### config.mk
export PLATFORM = sky130hd
export DESIGN_NAME = imem_boot_loader_flat
export DESIGN_NICKNAME = d
export VERILOG_FILES = /design/src/rtl/mips_boot_pkg.sv /design/src/rtl/imem_boot_loader_if.sv /design/src/rtl/boot_word_packer.sv /design/src/rtl/imem_boot_loader.sv /design/src/flat_wrapper.sv
export SDC_FILE = /design/constraint.sdc
export NUM_CORES = 1
export LEC_CHECK = 0
export ABC_AREA = 0
export CAP_MARGIN = 20
export CORE_MARGIN = 10
export CORE_UTILIZATION = 55
export CTS_CLUSTER_DIAMETER = 60
export CTS_CLUSTER_SIZE = 10
export DETAILED_ROUTE_END_ITERATION = 12
export PLACE_DENSITY = 0.77
export SLEW_MARGIN = 40
export SYNTH_ARGS = -nofsm -noshare
export SYNTH_HDL_FRONTEND = slang
export SYNTH_SLANG_ARGS = --single-unit
### constraint.sdc
create_clock -name clock -period 4.53 [get_ports clock]
set_clock_uncertainty 0.1 [all_clocks]
set_input_delay 0.6795 -clock clock [delete_from_list [all_inputs] [get_ports clock]]
set_output_delay 0.6795 -clock clock [all_outputs]
set_load 0.02 [all_outputs]
### src/rtl/mips_boot_pkg.sv
// Shared types and constants for the instruction-memory boot loader.
// The loader FSM adds one internal VERIFY state between the last accepted byte and the verdict.
package mips_boot_pkg;

  typedef enum logic [2:0] {
    ST_IDLE   = 3'd0,
    ST_LEN    = 3'd1,
    ST_DATA   = 3'd2,
    ST_SUM    = 3'd3,
    ST_VERIFY = 3'd4,
    ST_DONE   = 3'd5,
    ST_ERROR  = 3'd6
  } boot_state_t;

  localparam int         LEN_BYTES      = 2;
  localparam int         BYTES_PER_WORD = 4;
  localparam logic [7:0] CSUM_OK        = 8'h00;

  // Number of words the instruction memory holds, widened so 2**16 still fits.
  function automatic logic [16:0] imem_capacity(input int addr_w);
    return 17'(1) << addr_w;
  endfunction

endpackage

### src/rtl/imem_boot_loader_if.sv
// Byte-stream input, instruction-memory write port and core-control outputs of the loader.
// The slave modport is the loader's view; the master modport is the stream source / observer.
interface imem_boot_loader_if #(
  parameter int ADDR_W = 8
) ();

  logic [7:0]        rx_data;
  logic              rx_valid;
  logic              rx_ready;
  logic              restart;
  logic              imem_we;
  logic [ADDR_W-1:0] imem_addr;
  logic [31:0]       imem_wdata;
  logic              cpu_reset;
  logic              done;
  logic              error;

  modport master (
    output rx_data, rx_valid, restart,
    input  rx_ready, imem_we, imem_addr, imem_wdata, cpu_reset, done, error
  );

  modport slave (
    input  rx_data, rx_valid, restart,
    output rx_ready, imem_we, imem_addr, imem_wdata, cpu_reset, done, error
  );

endinterface

### src/rtl/boot_word_packer.sv
// Packs accepted bytes MSB-first into 32-bit words; flags the byte that completes a word.
// Only the first three bytes are stored: the completing byte is taken straight from the input.
module boot_word_packer
  import mips_boot_pkg::*;
(
  input  logic        i_clock,
  input  logic        i_reset,
  input  logic        i_clear,
  input  logic        i_byte_valid,
  input  logic [7:0]  i_byte,
  output logic        o_word_valid,
  output logic [31:0] o_word
);

  logic [23:0] r_shift;
  logic [1:0]  r_byte_cnt;

  always_ff @(posedge i_clock or posedge i_reset) begin
    if (i_reset) begin
      r_shift    <= '0;
      r_byte_cnt <= '0;
    end else if (i_clear) begin
      r_shift    <= '0;
      r_byte_cnt <= '0;
    end else if (i_byte_valid) begin
      r_shift    <= {r_shift[15:0], i_byte};
      r_byte_cnt <= r_byte_cnt + 2'd1;
    end
  end

  assign o_word_valid = i_byte_valid && (r_byte_cnt == 2'(BYTES_PER_WORD - 1));
  assign o_word       = {r_shift, i_byte};

endmodule

### src/rtl/imem_boot_loader.sv
// Loads a length-prefixed, XOR-checksummed byte stream into instruction memory and
// holds the core in reset until the whole image has been written and the checksum verified.
module imem_boot_loader
  import mips_boot_pkg::*;
#(
  parameter int ADDR_W = 8
) (
  input logic               clock,
  input logic               reset,
  imem_boot_loader_if.slave bus
);

  localparam int          CW       = ADDR_W + 1;
  localparam logic [16:0] CAPACITY = imem_capacity(ADDR_W);

  boot_state_t r_state;
  boot_state_t w_state_next;

  logic              r_len_idx;
  logic [7:0]        r_len_hi;
  logic [15:0]       r_word_total;
  logic [CW-1:0]     r_word_cnt;
  logic [7:0]        r_xor;
  logic              r_fail;
  logic              r_imem_we;
  logic [ADDR_W-1:0] r_imem_addr;
  logic [31:0]       r_imem_wdata;

  logic        w_rx_ready;
  logic        w_cpu_reset;
  logic        w_done;
  logic        w_error;
  logic        w_accept;
  logic        w_clear;
  logic        w_pack_valid;
  logic        w_word_valid;
  logic [31:0] w_word;
  logic        w_len_last;
  logic [15:0] w_len_value;
  logic        w_len_oversize;
  logic        w_last_word;
  logic [7:0]  w_sum_final;

  assign w_accept       = bus.rx_valid && w_rx_ready;
  assign w_clear        = (r_state == ST_IDLE);
  assign w_pack_valid   = w_accept && (r_state == ST_DATA);
  assign w_len_last     = (r_len_idx == 1'(LEN_BYTES - 1));
  assign w_len_value    = {r_len_hi, bus.rx_data};
  assign w_len_oversize = ({1'b0, w_len_value} > CAPACITY);
  assign w_last_word    = ((17'(r_word_cnt) + 17'd1) == {1'b0, r_word_total});
  assign w_sum_final    = r_xor ^ bus.rx_data;

  boot_word_packer u_packer (
    .i_clock      (clock),
    .i_reset      (reset),
    .i_clear      (w_clear),
    .i_byte_valid (w_pack_valid),
    .i_byte       (bus.rx_data),
    .o_word_valid (w_word_valid),
    .o_word       (w_word)
  );

  always_ff @(posedge clock or posedge reset) begin
    if (reset) begin
      r_state <= ST_IDLE;
    end else begin
      r_state <= w_state_next;
    end
  end

  // Checks that decide the verdict are registered in r_fail and acted on one edge later.
  always_comb begin
    w_state_next = r_state;
    case (r_state)
      ST_IDLE: w_state_next = ST_LEN;
      ST_LEN: begin
        if (w_accept && w_len_last) begin
          if (w_len_oversize) begin
            w_state_next = ST_VERIFY;
          end else if (w_len_value == 16'd0) begin
            w_state_next = ST_SUM;
          end else begin
            w_state_next = ST_DATA;
          end
        end
      end
      ST_DATA: begin
        if (w_word_valid && w_last_word) begin
          w_state_next = ST_SUM;
        end
      end
      ST_SUM: begin
        if (w_accept) begin
          w_state_next = ST_VERIFY;
        end
      end
      ST_VERIFY: w_state_next = r_fail ? ST_ERROR : ST_DONE;
      ST_DONE, ST_ERROR: begin
        if (bus.restart) begin
          w_state_next = ST_IDLE;
        end
      end
      default: w_state_next = ST_IDLE;
    endcase
  end

  always_comb begin
    w_rx_ready  = 1'b0;
    w_cpu_reset = 1'b1;
    w_done      = 1'b0;
    w_error     = 1'b0;
    case (r_state)
      ST_LEN, ST_DATA, ST_SUM: w_rx_ready = 1'b1;
      ST_DONE: begin
        w_cpu_reset = 1'b0;
        w_done      = 1'b1;
      end
      ST_ERROR: w_error = 1'b1;
      default: ;
    endcase
  end

  always_ff @(posedge clock or posedge reset) begin
    if (reset) begin
      r_len_idx    <= 1'b0;
      r_len_hi     <= '0;
      r_word_total <= '0;
      r_word_cnt   <= '0;
      r_xor        <= '0;
      r_fail       <= 1'b0;
      r_imem_we    <= 1'b0;
      r_imem_addr  <= '0;
      r_imem_wdata <= '0;
    end else begin
      if (w_clear) begin
        r_len_idx  <= 1'b0;
        r_word_cnt <= '0;
        r_xor      <= '0;
        r_fail     <= 1'b0;
      end else begin
        if (w_accept) begin
          r_xor <= r_xor ^ bus.rx_data;
        end
        if (w_accept && (r_state == ST_LEN)) begin
          r_len_idx <= r_len_idx + 1'b1;
          if (!w_len_last) begin
            r_len_hi <= bus.rx_data;
          end else begin
            r_word_total <= w_len_value;
            r_fail       <= w_len_oversize;
          end
        end
        if (w_word_valid) begin
          r_word_cnt <= r_word_cnt + CW'(1);
        end
        if (w_accept && (r_state == ST_SUM)) begin
          r_fail <= (w_sum_final != CSUM_OK);
        end
      end
      // Memory is written as words complete; the checksum only gates core release.
      r_imem_we <= w_word_valid;
      if (w_word_valid) begin
        r_imem_addr  <= r_word_cnt[ADDR_W-1:0];
        r_imem_wdata <= w_word;
      end
    end
  end

  assign bus.rx_ready   = w_rx_ready;
  assign bus.cpu_reset  = w_cpu_reset;
  assign bus.done       = w_done;
  assign bus.error      = w_error;
  assign bus.imem_we    = r_imem_we;
  assign bus.imem_addr  = r_imem_addr;
  assign bus.imem_wdata = r_imem_wdata;

endmodule

### src/flat_wrapper.sv
// flat-port wrapper written by rule: the top's interface ports become plain ports
module imem_boot_loader_flat import mips_boot_pkg::*;
#(
  parameter int ADDR_W = 8
)
  (clock, reset, bus_rx_data, bus_rx_valid, bus_restart, bus_rx_ready, bus_imem_we, bus_imem_addr, bus_imem_wdata, bus_cpu_reset, bus_done, bus_error);
  imem_boot_loader_if #(.ADDR_W(ADDR_W)) bus_i ();
  input logic clock;
  input logic reset;
  input wire logic [$bits(bus_i.rx_data)-1:0] bus_rx_data;
  input wire logic [$bits(bus_i.rx_valid)-1:0] bus_rx_valid;
  input wire logic [$bits(bus_i.restart)-1:0] bus_restart;
  output wire logic [$bits(bus_i.rx_ready)-1:0] bus_rx_ready;
  output wire logic [$bits(bus_i.imem_we)-1:0] bus_imem_we;
  output wire logic [$bits(bus_i.imem_addr)-1:0] bus_imem_addr;
  output wire logic [$bits(bus_i.imem_wdata)-1:0] bus_imem_wdata;
  output wire logic [$bits(bus_i.cpu_reset)-1:0] bus_cpu_reset;
  output wire logic [$bits(bus_i.done)-1:0] bus_done;
  output wire logic [$bits(bus_i.error)-1:0] bus_error;
  assign bus_i.rx_data = bus_rx_data;
  assign bus_i.rx_valid = bus_rx_valid;
  assign bus_i.restart = bus_restart;
  assign bus_rx_ready = bus_i.rx_ready;
  assign bus_imem_we = bus_i.imem_we;
  assign bus_imem_addr = bus_i.imem_addr;
  assign bus_imem_wdata = bus_i.imem_wdata;
  assign bus_cpu_reset = bus_i.cpu_reset;
  assign bus_done = bus_i.done;
  assign bus_error = bus_i.error;
  imem_boot_loader #(.ADDR_W(ADDR_W)) u_core (.clock(clock), .reset(reset), .bus(bus_i));
endmodule
==> metrics.md <==
| Metric | Value |
|---|---|
| Status | finished clean |
| Kind of critical path | reg -> out |
| Pwr Density | 532 nW/um^2 |
| GR met3 Demand/Resource | 5.71% |
| Final Cycle Share | 67.2% |
| DIE HEIGHT | 115 um |
| Crit Path Max Fanout | 15 |
| Final Setup Violations | 0 |
| RR Endpoint | u_core.r_word_cnt[5] |
| Synth area leaders | dfrtp_1, mux2_1, nand2_1 |
| Routed wire length per instance | 17.4 um |
| Max stage delay on crit path | 0.62 ns |
| Fin. Hold Viols | 0 |
| Hold Startpoint | u_core.bus.imem_wdata[8] |
| RSZ-0062 raised after global routing | no |
| # IOs | 57 |
| Vias in the first global route | 3703 |
| CP startpoint kind | flip-flop |
| Post-Place Cell Area | 5570 sq um |
| Slew HR | 51.6% |
| Seq cells post-synth | between 100 and 150 |
| CTS resizes | 0 |
| Slew Limit Fails | 0 |
| Total wire length | between 10000 and 15000 um |
| Hold endpoint | u_core.bus.imem_wdata[8] |
| Clock transition at path regs | approximately 0.050 ns |
| Avg Vias per Cell | 5.69 |
| Maxcap violations | 0 |
| Buf/Inv on CP | 2 |
| Synth area leader | dfrtp_1 |
| Root Buffer | clkbuf_8 |
| RePlAce Congestion | 0.817 |
| Placeable Area | 8720 sq um |
| IO Port Bufs | 56 |
| Reg-to-reg startpoint | u_core.r_state[0] |
| CP endpoint kind | output port |
| Latest clock arrival within the worst-skew pair | 0.50 ns |
| Met2 Usage GRT | 27.1% |
| Delay-heaviest family, CP | buffers and inverters |
| Post-placement cell count | between 500 and 600 |
| Syn Area/Cell | around 11 sq um |
| Hold Path Depth | 2 |
| Fmax | 328 MHz |
| Largest net degree at the start of global routing | between 50 and 60 |
| Slowest-stage cell, CP | dfrtp_1 |
| Die Area | 13200 sq um |
| Register-to-Register Path Depth | 6 |
| Sink Count | 113 |
| Hold crit path type | reg -> reg |
| CTS tree | done |
| Synth async-reset ratio | 100% |
| Synth Instances | 447 |
| Layout cells sized above 1 | 9.06% |
| Post-layout instance area | 6120 sq um |
| Crit path cell chain | nor2b_1, nand2_1, inv_1, clkdlybuf4s50_1 |
| First-pass DRT Iterations | 5 |
| Grt met1 use | 23.5% |
| Post-synthesis sequential area ratio | a little under three fifths |
| CTS Hold Buffers Added | 0 |
| Dominant synthesized flop cell | dfrtp_1 |
| FF-to-FF setup slack | between 1.5 and 2 ns |
| Synth warn | 0 |
| Starting Density | 56.6% |
| Total gr overflow | 0 |
| Area growth from synthesis to layout | 24.1% |
| First-pass GRT wire length | 18900 um |
| Num rows | 34 |
| Routed vias | 3568 |
| EDFF count, synth | 0 |
| H-tree depth | 4 |
| Busiest grt layer | met2 |
| Clock Tree Buf Depth | 2 |
| ANT nets after route | 0 |
| Hold slack | 0.376 ns |
| Minimum clock period | slightly above 3 ns |
| Initial DRC count | roughly 260 |
| Hpwl dp | 7410 um |
| Post-CTS setup buffer count | 0 |
| Total track usage | between 10% and 20% |
| Critical path required time | 3.75 ns |
| Leakage | 2.85 nW |
| CTS Buf Count | 17 |
| Initial antenna violation count | 0 |
| Fin Setup TNS | 0 ns |
| Diode count | 0 |
| WP data arrival | roughly 2.3 ns |
| Post-Syn Nets | approximately 460 |
| Mapped cell area | 4930 sq um |
| Die Width | 115 um |
| Layout Cells excl Fill | 627 |
| Stages on worst setup path | 4 |
| Synth unique cells | 49 |
| Worst vdd ir | 0.409 mV |
| Final net count | 520 |
| DRC viols | 0 |
| Slew @ Worst Pin | 0.723 ns |
| Synth top area share | between 50% and 60% |
-- worst reg2reg max path: stages, from the launching register on --
cell	delay (ns)
dfrtp_1	0.54
and4bb_2	0.82
nand2_1	0.18
inv_2	0.52
nor2_1	0.25
o21ai_1	0.19
o31ai_1	0.08
-- state kept, by name (all words and copies together) (netlist names) --
signal,cells
u_core.r_state,3
u_core.r_fail,1
u_core.u_packer.r_shift,24
u_core.bus.imem_addr,8
u_core.r_len_hi,8
u_core.r_xor,8
u_core.bus.imem_wdata,32
u_core.r_len_idx,1
u_core.r_word_total,16
u_core.u_packer.r_byte_cnt,2
u_core.r_word_cnt,9
u_core.bus.imem_we,1
-- worst max-delay path by stage --
| stage | startpoint | end | slack [ns] |
|---|---|---|---|
| 2_1_floorplan | reset | u_core.bus.imem_addr[0] | 0.76 |
| 3_3_place_gp | bus_rx_valid | u_core.r_word_cnt[7] | 1.24 |
| 3_5_place_dp | bus_rx_valid | u_core.r_word_cnt[4] | 1.16 |
| 4_1_cts | u_core.r_state[0] | bus_done | 1.51 |
| 5_1_grt | u_core.r_state[0] | bus_done | 1.37 |
| 6_report | u_core.r_state[0] | bus_done | 1.48 |
-- area by class of cell --
type                    count  area [sq um]
inverters                   8          32.5
clock buffers              19           432
multi-input cells         305          1980
repair buffers             61           598
fillers                   638          2600
flip-flops and latches    113          2830
well taps                 108           135
clock inverters            13           114
-- cell usage after synthesis, drive strengths merged, types with 2 or more instances --
| master | number |
|---|---|
| buf | 16 |
| nor2b | 7 |
| a221o | 2 |
| xnor2 | 15 |
| nor4 | 8 |
| a22o | 25 |
| ha | 2 |
| xor2 | 11 |
| nand2b | 4 |
| o31ai | 5 |
| nand3 | 5 |
| nand2 | 98 |
| mux2 | 38 |
| nand4 | 6 |
| nor3 | 8 |
| and3 | 3 |
| clkbuf | 5 |
| dfrtp | 113 |
| a31oi | 2 |
| a21o | 2 |
| o21ai | 18 |
| inv | 7 |
| nor3b | 2 |
| and2 | 2 |
| nor2 | 24 |
| a32o | 2 |
| a21oi | 3 |
-- cell usage in the layout (no fill, tap or decap), types with 3 or more instances in the layout --
| cell type | n |
|---|---|
| a21oi_1 | 3 |
| a22o_1 | 25 |
| and3_1 | 3 |
| buf_4 | 5 |
| clkbuf_16 | 16 |
| clkdlybuf4s50_1 | 56 |
| clkinv_2 | 4 |
| clkinvlp_4 | 5 |
| dfrtp_1 | 113 |
| inv_1 | 5 |
| mux2_1 | 37 |
| nand2_1 | 98 |
| nand2b_1 | 4 |
| nand3_1 | 3 |
| nand4_1 | 6 |
| nor2_1 | 23 |
| nor2b_1 | 7 |
| nor3_1 | 7 |
| nor4_1 | 8 |
| o21ai_0 | 4 |
| o21ai_1 | 14 |
| o31ai_1 | 5 |
| xnor2_1 | 15 |
| xor2_1 | 11 |
-- kinds of logic after synthesis --
family / Yosys count / synth area share, %
compound gates: 66 / 9.99
xor+xnor: 26 / 4.62
buf+inv: 29 / 2.66
flops: 113 / 57.3
simple gates: 173 / 16.2
fa+ha+maj: 2 / 0.507
mux: 38 / 8.67
-- layer usage --
metal	wire, um	share of wire, %
met1	5050	46
met3	625	5.7
met4	138	1.3
met2	5120	47
met5	0	0
-- report_power, final --
| group | internal [W] | switching [W] | leakage, nW |
|---|---|---|---|
| combinational | 0.000316 | 0.000367 | 1.07 |
| clock | 0.000738 | 0.000457 | 0.256 |
| sequential | 0.00119 | 0.000189 | 1.53 |
| total | 0.00224 | 0.00101 | 2.85 |
-- metrics by stage --
step           util, %  worst slack [ns]  total power [W]
2_1_floorplan        -             0.763          0.00187
3_3_place_gp      63.8              1.24          0.00203
3_5_place_dp      63.9              1.16          0.00207
4_1_cts           70.2              1.51          0.00328
5_1_grt           70.2              1.37          0.00343
6_report          70.2              1.48          0.00325
Note: power is estimated with default switching activity, not from simulation.
